--- src/rtl/gpio_test_pkg.sv ---
// Shared types and helpers for the GPIO walking-one loopback master:
// register type codes, state encoding and address composition.
package gpio_test_pkg;

    typedef enum logic [1:0] {
        TYPE_IN  = 2'b00,
        TYPE_OUT = 2'b01,
        TYPE_OE  = 2'b10
    } xfer_type_e;

    typedef enum logic [3:0] {
        ST_IDLE,
        ST_OE_WR,
        ST_OUT_WR,
        ST_SETTLE,
        ST_IN_RD,
        ST_CHECK,
        ST_REL_OE,
        ST_REL_OUT,
        ST_DONE
    } state_e;

    function automatic logic [31:0] compose_adr(input logic [31:0] base,
                                                input xfer_type_e t,
                                                input logic [3:0] word);
        return base + {25'd0, t, word, 1'b0};
    endfunction

    function automatic int word_count(input int gpio_count);
        return (gpio_count + 15) / 16;
    endfunction

endpackage

--- src/rtl/wbm_single.sv ---
// Single classic-cycle Wishbone transfer engine with an ack timeout.
// Strobe only launches from an idle cycle, so every transfer is followed by a gap.
module wbm_single #(
    parameter int TIMEOUT = 255
) (
    input  logic        clk,
    input  logic        rst_n,
    input  logic        req,
    input  logic        req_we,
    input  logic [31:0] req_adr,
    input  logic [15:0] req_dat,
    output logic        done,
    output logic        timeout,
    output logic [15:0] rdata,
    output logic        bus_cyc,
    output logic        bus_stb,
    output logic        bus_we,
    output logic [1:0]  bus_sel,
    output logic [31:0] bus_adr,
    output logic [15:0] bus_wdata,
    input  logic [15:0] bus_rdata,
    input  logic        bus_ack
);

    localparam int CW = $clog2(TIMEOUT);

    logic          stb_q;
    logic [CW-1:0] tmo_cnt;

    always_ff @(posedge clk or negedge rst_n) begin
        if (!rst_n) begin
            stb_q     <= 1'b0;
            tmo_cnt   <= '0;
            bus_we    <= 1'b0;
            bus_adr   <= '0;
            bus_wdata <= '0;
        end else if (stb_q) begin
            if (bus_ack || tmo_cnt == '0)
                stb_q <= 1'b0;
            else
                tmo_cnt <= tmo_cnt - CW'(1);
        end else if (req && !bus_ack) begin
            // never re-strobe while a late ack from the slave is still high
            stb_q     <= 1'b1;
            tmo_cnt   <= CW'(TIMEOUT - 1);
            bus_we    <= req_we;
            bus_adr   <= req_adr;
            bus_wdata <= req_dat;
        end
    end

    assign bus_cyc = stb_q;
    assign bus_stb = stb_q;
    assign bus_sel = stb_q ? 2'b11 : 2'b00;
    assign done    = stb_q & bus_ack;
    assign timeout = stb_q & ~bus_ack & (tmo_cnt == '0);
    assign rdata   = bus_rdata;

endmodule

--- src/rtl/gpio_loop_walker.sv ---
// Wishbone master running a walking-one loopback test across the GPIO header
// (pin k wired to pin k+H); reports mismatching steps and ack timeouts.
//
// state      | meaning
// -----------+---------------------------------------------------
// ST_IDLE    | waiting for start_i
// ST_OE_WR   | enable lower-half drivers, one word per transfer
// ST_OUT_WR  | drive walking one for the current step
// ST_SETTLE  | let the loopback settle before sampling
// ST_IN_RD   | read all IN words into the capture buffer
// ST_CHECK   | compare capture against {p,p}, advance step
// ST_REL_OE  | release drivers (OE words of 0)
// ST_REL_OUT | clear OUT words
// ST_DONE    | publish done/pass, drop busy
module gpio_loop_walker
    import gpio_test_pkg::*;
#(
    parameter int          GPIO_COUNT = 48,
    parameter logic [31:0] BASE_ADR   = 32'h0,
    parameter int          SETTLE     = 4,
    parameter int          TIMEOUT    = 255
) (
    input  logic        wb_clk_i,
    input  logic        wb_rst_n_i,
    input  logic        start_i,
    output logic        busy_o,
    output logic        done_o,
    output logic        pass_o,
    output logic        timeout_o,
    output logic [15:0] err_count_o,
    output logic [7:0]  first_err_step_o,
    output logic        wbm_cyc_o,
    output logic        wbm_stb_o,
    output logic        wbm_we_o,
    output logic [1:0]  wbm_sel_o,
    output logic [31:0] wbm_adr_o,
    output logic [15:0] wbm_dat_o,
    input  logic [15:0] wbm_dat_i,
    input  logic        wbm_ack_i
);

    localparam int              W         = word_count(GPIO_COUNT);
    localparam int              H         = GPIO_COUNT / 2;
    localparam int              NB        = W * 16;
    localparam int              SCW       = (SETTLE > 1) ? $clog2(SETTLE) : 1;
    localparam logic [NB-1:0]   ONE       = NB'(1);
    localparam logic [NB-1:0]   OE_VEC    = (ONE << H) - ONE;
    localparam logic [NB-1:0]   PIN_MASK  = (ONE << GPIO_COUNT) - ONE;
    localparam logic [4:0]      LAST_WORD = 5'(W - 1);
    localparam logic [7:0]      LAST_STEP = 8'(H - 1);

    state_e         state;
    logic [7:0]     step;
    logic [4:0]     word;
    logic [SCW-1:0] settle_cnt;
    logic [NB-1:0]  capture;

    logic           req, req_we;
    logic [31:0]    req_adr;
    logic [15:0]    req_dat;
    xfer_type_e     xtype;
    int             wbase;
    logic [NB-1:0]  out_vec, expect_vec;
    logic           mismatch, last_word;
    logic           xfer_done, xfer_tmo;
    logic [15:0]    xfer_rdata;

    assign last_word  = (word == LAST_WORD);
    assign out_vec    = ONE << step;
    assign expect_vec = (ONE << step) | (ONE << (step + 8'(H)));
    assign mismatch   = |((capture ^ expect_vec) & PIN_MASK);

    always_comb begin
        req     = 1'b0;
        req_we  = 1'b1;
        xtype   = TYPE_OE;
        req_dat = '0;
        wbase   = int'(word) * 16;
        case (state)
            ST_OE_WR: begin
                req     = 1'b1;
                req_dat = OE_VEC[wbase +: 16];
            end
            ST_OUT_WR: begin
                req     = 1'b1;
                xtype   = TYPE_OUT;
                req_dat = out_vec[wbase +: 16];
            end
            ST_IN_RD: begin
                req    = 1'b1;
                req_we = 1'b0;
                xtype  = TYPE_IN;
            end
            ST_REL_OE: req = 1'b1;
            ST_REL_OUT: begin
                req   = 1'b1;
                xtype = TYPE_OUT;
            end
            default: req = 1'b0;
        endcase
        req_adr = compose_adr(BASE_ADR, xtype, word[3:0]);
    end

    always_ff @(posedge wb_clk_i or negedge wb_rst_n_i) begin
        if (!wb_rst_n_i) begin
            state            <= ST_IDLE;
            step             <= '0;
            word             <= '0;
            settle_cnt       <= '0;
            capture          <= '0;
            busy_o           <= 1'b0;
            done_o           <= 1'b0;
            pass_o           <= 1'b0;
            timeout_o        <= 1'b0;
            err_count_o      <= '0;
            first_err_step_o <= 8'hFF;
        end else if (xfer_tmo) begin
            // abort skips the release phase entirely
            timeout_o <= 1'b1;
            state     <= ST_DONE;
        end else begin
            if (xfer_done)
                word <= last_word ? 5'd0 : word + 5'd1;
            case (state)
                ST_IDLE: if (start_i) begin
                    busy_o           <= 1'b1;
                    done_o           <= 1'b0;
                    pass_o           <= 1'b0;
                    timeout_o        <= 1'b0;
                    err_count_o      <= '0;
                    first_err_step_o <= 8'hFF;
                    step             <= '0;
                    word             <= '0;
                    state            <= ST_OE_WR;
                end
                ST_OE_WR: if (xfer_done && last_word) state <= ST_OUT_WR;
                ST_OUT_WR: if (xfer_done && last_word) begin
                    settle_cnt <= SCW'(SETTLE - 1);
                    state      <= ST_SETTLE;
                end
                ST_SETTLE: begin
                    if (settle_cnt == '0)
                        state <= ST_IN_RD;
                    else
                        settle_cnt <= settle_cnt - SCW'(1);
                end
                ST_IN_RD: if (xfer_done) begin
                    capture[wbase +: 16] <= xfer_rdata;
                    if (last_word) state <= ST_CHECK;
                end
                ST_CHECK: begin
                    if (mismatch) begin
                        if (err_count_o != 16'hFFFF) err_count_o <= err_count_o + 16'd1;
                        if (first_err_step_o == 8'hFF) first_err_step_o <= step;
                    end
                    if (step == LAST_STEP) begin
                        state <= ST_REL_OE;
                    end else begin
                        step  <= step + 8'd1;
                        state <= ST_OUT_WR;
                    end
                end
                ST_REL_OE: if (xfer_done && last_word) state <= ST_REL_OUT;
                ST_REL_OUT: if (xfer_done && last_word) state <= ST_DONE;
                ST_DONE: begin
                    done_o <= 1'b1;
                    pass_o <= (err_count_o == 16'd0) && !timeout_o;
                    busy_o <= 1'b0;
                    state  <= ST_IDLE;
                end
                default: state <= ST_IDLE;
            endcase
        end
    end

    wbm_single #(.TIMEOUT(TIMEOUT)) u_wbm (
        .clk       (wb_clk_i),
        .rst_n     (wb_rst_n_i),
        .req       (req),
        .req_we    (req_we),
        .req_adr   (req_adr),
        .req_dat   (req_dat),
        .done      (xfer_done),
        .timeout   (xfer_tmo),
        .rdata     (xfer_rdata),
        .bus_cyc   (wbm_cyc_o),
        .bus_stb   (wbm_stb_o),
        .bus_we    (wbm_we_o),
        .bus_sel   (wbm_sel_o),
        .bus_adr   (wbm_adr_o),
        .bus_wdata (wbm_dat_o),
        .bus_rdata (wbm_dat_i),
        .bus_ack   (wbm_ack_i)
    );

endmodule
--- config.mk ---
export PLATFORM = sky130hd
export DESIGN_NAME = gpio_loop_walker
export DESIGN_NICKNAME = d
export VERILOG_FILES = /design/src/rtl/gpio_test_pkg.sv /design/src/rtl/wbm_single.sv /design/src/rtl/gpio_loop_walker.sv
export SDC_FILE = /design/constraint.sdc
export NUM_CORES = 1
export LEC_CHECK = 0
export CORE_UTILIZATION = 53
export CTS_BUF_LIST = sky130_fd_sc_hd__clkbuf_2 sky130_fd_sc_hd__clkbuf_4 sky130_fd_sc_hd__clkbuf_8
export CTS_CLUSTER_DIAMETER = 200
export DETAILED_ROUTE_END_ITERATION = 8
export PLACE_DENSITY = 0.78
export REMOVE_ABC_BUFFERS = 1
export SLEW_MARGIN = 30
export SYNTH_ARGS = -nofsm -noshare
export SYNTH_HDL_FRONTEND = slang
export SYNTH_HIERARCHICAL = 1
export SYNTH_SLANG_ARGS = --single-unit
--- constraint.sdc ---
create_clock -name wb_clk_i -period 3.7 [get_ports wb_clk_i]
set_input_delay 0.74 -clock wb_clk_i [delete_from_list [all_inputs] [get_ports wb_clk_i]]
set_output_delay 0.74 -clock wb_clk_i [all_outputs]
set_load 0.005 [all_outputs]
==> summary.md <==
| Metric | Value |
|---|---|
| Status | `completed` |
| Max_cap viols | `0` |
| Worst reg-to-reg path cell count | `16` |
| Ys flop type | `dfrtp_1` |
| Sequential Power Share | `0.281` |
| CP peak stage delay | `0.49 ns` |
| Row cnt | `48` |
| Worst r2r dst | `err_count_o[15]$_DFFE_PN0P_` |
| Area Overhead vs Synth | `28.5%` |
| Fin crit share | `0.998` |
| Vias per std cell | `6.26` |
| Mapped Area | `9520 µm²` |
| DR iter-0 viols | `approximately 1000` |
| FMAX | `approximately 270 MHz` |
| PortBufs | `100` |
| Chip Height | `136 µm` |
| Crit Path Max Fanout | `9` |
| CP required | `roughly 4.1 ns` |
| Starting density of the core | `0.547` |
| Via count | `just under 10000` |
| WL/cell | `between 20 and 25 µm` |
| All-Layer GR Usage | `0.371` |
| Crit path cell chain | `inv_2, ha_4, nand3b_1, buf_4, xor2_2, buf_4, nand3_2, o32ai_4, xor2_1, nor3_2, o2111ai_2, nor4_4, buf_12, buf_12, or4_1, a21oi_1` |
| Area of the core | `~17000 µm²` |
| Worst hold path class | `in -> async` |
| Max-slew violation count | `0` |
| Yosys top cell by area | `dfrtp_1` |
| Die Wd | `between 100 and 150 µm` |
| YS warnings | `6` |
| Distinct cells, synth | `88` |
| Final setup viols | `0` |
| Top Ports | `a little over 100` |
| Overflow after GRT | `0` |
| Unrepaired setup endpoints after global routing | `yes` |
| Ranking of synthesized cells by area | `dfrtp_1 (38%), nand2_1 (9.5%), mux2_2 (4.6%), o21ai_0 (4.0%), a21oi_1 (3.0%)` |
| Clock power share | `0.154` |
| Worst vdd ir | `451 µV` |
| Hold-fix buffers, CTS | `0` |
| Wire length of the first global-routing pass | `slightly above 50000 µm` |
| Leakage power | `approximately 5.4 nW` |
| Element type at the critical path start | `flop` |
| CTS Buf Count | `17` |
| Async set-reset flop share out of synthesis | `1.00` |
| Combinational share of power | `0.565` |
| Clock buffer depth | `2` |
| Final wirelength | `approximately 34000 µm` |
| Die area | `about 19000 µm²` |
| Final ANT Viol Nets | `0` |
| Vias in the first global route | `9136` |
| Final #Nets | `1339` |
| Non-filler cells, final | `about 1500` |
| Antenna fix cells | `0` |
| Largest net degree at the start of global routing | `~70` |
| Cell Pwr Density | `about 790 nW/µm²` |
| Clock latency on the worst-skew pair | `between 0.4 and 0.5 ns` |
| Critical path buffers and inverters | `5` |
| Initial antenna violation count | `0` |
| Final Util | `0.703` |
| Slowest stage cell on the critical path | `or4_1` |
| Switching part of the total power | `0.446` |
| Worst Tran Pin Value | `between 0.7 and 0.8 ns` |
| Detailed Place HPWL | `about 25000 µm` |
| R2r startpoint | `step[3]$_DFFE_PN0P_` |
| First-pass DRT Iterations | `8` |
| Placed insts | `1506` |
| Clk_skew | `0.0142 ns` |
| Final Hold Viols | `0` |
| TritonCTS Sinks | `about 150` |
| Synth top area share | `0.381` |
| CP arrival | `4.09 ns` |
| Seq/Total Area, Yosys | `0.403` |
| Layout cells sized above 1 | `0.210` |
| Endpoint class of the critical path | `flop` |
| Slew margin rel. | `0.464` |
| Crit path max-delay family | `simple AND/OR/NAND/NOR gates` |
| Syn Inst Count | `between 1000 and 1500` |
| Post-Syn Area per Cell | `about 8.4 µm²` |
| Drt drc | `0` |
| TritonCTS clock tree | `built` |
| #FFs+latches synth | `between 150 and 200` |
| Reg2Reg Setup Slack | `between 0.007 and 0.008 ns` |
| H-tree depth | `4` |
| Critical path class | `reg -> reg` |
| Root Driver | `clkbuf_8` |
| Gp weighted congestion | `around 1.1` |
| Clock-pin slew on the worst setup and hold paths | `~0.1 ns` |
| Final worst path period need | `around 3.7 ns` |
| Fill count | `around 1400` |
| Cell-internal power | `approximately 5.3 mW` |
| Total net switching power | `4.30 mW` |
| Post-synth EDFFs | `0` |
-- final cells by class --
cell class,instances,area [µm²],share of cell area
inverters,26,97.6,0.00797
clock inverters,14,204,0.0167
repair buffers,223,2060,0.169
multi-input cells,887,5500,0.450
well taps,225,282,0.0230
clock buffers,18,248,0.0202
flip-flops and latches,153,3840,0.314
-- cell families (layout without fill, tap and decap cells) --
family	after synthesis	after routing	share of synthesized area
AND/OR/NAND/NOR	531	531	0.278
XOR/XNOR	19	20	0.0183
adder cells (fa/ha/maj)	11	11	0.0145
multiplexers	60	60	0.0703
other	1	26	0.000394
AO/OA/AOI/OAI	239	239	0.158
buffers and inverters	116	281	0.0576
flip-flops	153	153	0.403
-- flip-flops by register name, indices dropped and copies added, names as in the netlist --
register / cells
settle_cnt: 2
u_wbm/bus_wdata: 16
u_wbm/bus_cyc: 1
capture: 48
u_wbm/bus_adr: 32
err_count_o: 16
state: 4
done_o: 1
step: 8
word: 5
first_err_step_o: 8
pass_o: 1
u_wbm/bus_we: 1
u_wbm/tmo_cnt: 8
busy_o: 1
timeout_o: 1
-- cell usage in the layout (no fill, tap or decap), types with 8 or more instances in the layout --
cell / Yosys / layout
ha_1: 11 / 10
mux2i_1: 17 / 17
xnor2_1: 9 / 9
clkdlybuf4s50_1: 0 / 99
nor2_1: 75 / 74
nand2_1: 240 / 239
o21ai_0: 77 / 65
a31oi_1: 8 / 8
inv_1: 25 / 24
o21ai_1: 3 / 11
nor3_1: 22 / 21
nor4_1: 24 / 17
and3_1: 8 / 8
buf_4: 20 / 111
mux2_2: 39 / 38
or4_1: 15 / 14
conb_1: 1 / 26
o22ai_1: 14 / 14
nand2b_1: 11 / 11
dfstp_2: 8 / 8
a21oi_1: 57 / 55
clkbuf_8: 0 / 18
o211ai_1: 9 / 9
xor2_1: 9 / 8
nand4_1: 24 / 24
dfrtp_1: 145 / 142
or3_1: 23 / 23
nand3_1: 23 / 22
-- worst max path at each step --
stage	start	to	slack, ns	cells after the start
after floorplan	step[3]$_DFFE_PN0P_	first_err_step_o[1]$_DFFE_PN1P_	-0.98	12
after global placement	step[3]$_DFFE_PN0P_	first_err_step_o[6]$_DFFE_PN1P_	-0.04	11
after detailed placement	step[4]$_DFFE_PN0P_	err_count_o[15]$_DFFE_PN0P_	-0.07	14
after CTS	step[3]$_DFFE_PN0P_	err_count_o[15]$_DFFE_PN0P_	0.02	12
after global routing	step[3]$_DFFE_PN0P_	first_err_step_o[7]$_DFFE_PN1P_	-0.04	16
final	step[3]$_DFFE_PN0P_	err_count_o[15]$_DFFE_PN0P_	0.007	16
-- Yosys cell counts (all sizes together), types with 24 or more instances --
cell type	instances
nand4	24
o21ai	81
clkbuf	50
or3	24
inv	25
a21oi	58
dfrtp	145
nand2	241
mux2	43
nor2	76
nor4	25
buf	40
-- stage by stage --
stage / hold WS [ns] / total power [mW] / setup WS, ns / setup TNS [ns] / area, µm²
floorplan: 0.440 / 5.18 / -0.983 / -20.58 / 9170
global placement: 0.456 / 7.66 / -0.0428 / -0.374 / 11400
detailed placement: 0.462 / 7.70 / -0.0733 / -0.249 / 11400
CTS: 0.190 / 9.22 / 0.0211 / 0 / 11900
global route: 0.199 / 10.1 / -0.0354 / -0.256 / 12200
finish: 0.189 / 9.64 / 0.00740 / 0 / 12200
-- per-layer routing --
metal | global-route usage | part of all wire | vias to the layer above
met2 | 0.572 | 0.46 | 555
li1 | - | - | 4364
met4 | 0.177 | 0.046 | 0
met3 | 0.0854 | 0.087 | 124
met5 | 0.00556 | 0 | -
met1 | 0.490 | 0.41 | 4635
-- power by group through the flow --
| stage | Clock (mW) | Combinational (mW) | Sequential, mW |
|---|---|---|---|
| final | 1.48 | 5.44 | 2.71 |
| after global routing | 1.57 | 5.79 | 2.76 |
| after global placement | 0 | 4.97 | 2.69 |
| after CTS | 1.50 | 5.04 | 2.68 |
| after floorplan | 0 | 2.43 | 2.75 |
| after detailed placement | 0 | 4.99 | 2.71 |
-- timing repair --
| action | CTS | global route |
|---|---|---|
| pin swaps | 0 | 11 |
| cloned | 0 | 3 |
| setup endpoints to repair | 15 | 24 |
| buffers inserted | 0 | 5 |
| gates resized for setup | 3 | 63 |
Power figures use the tool's default switching activity.
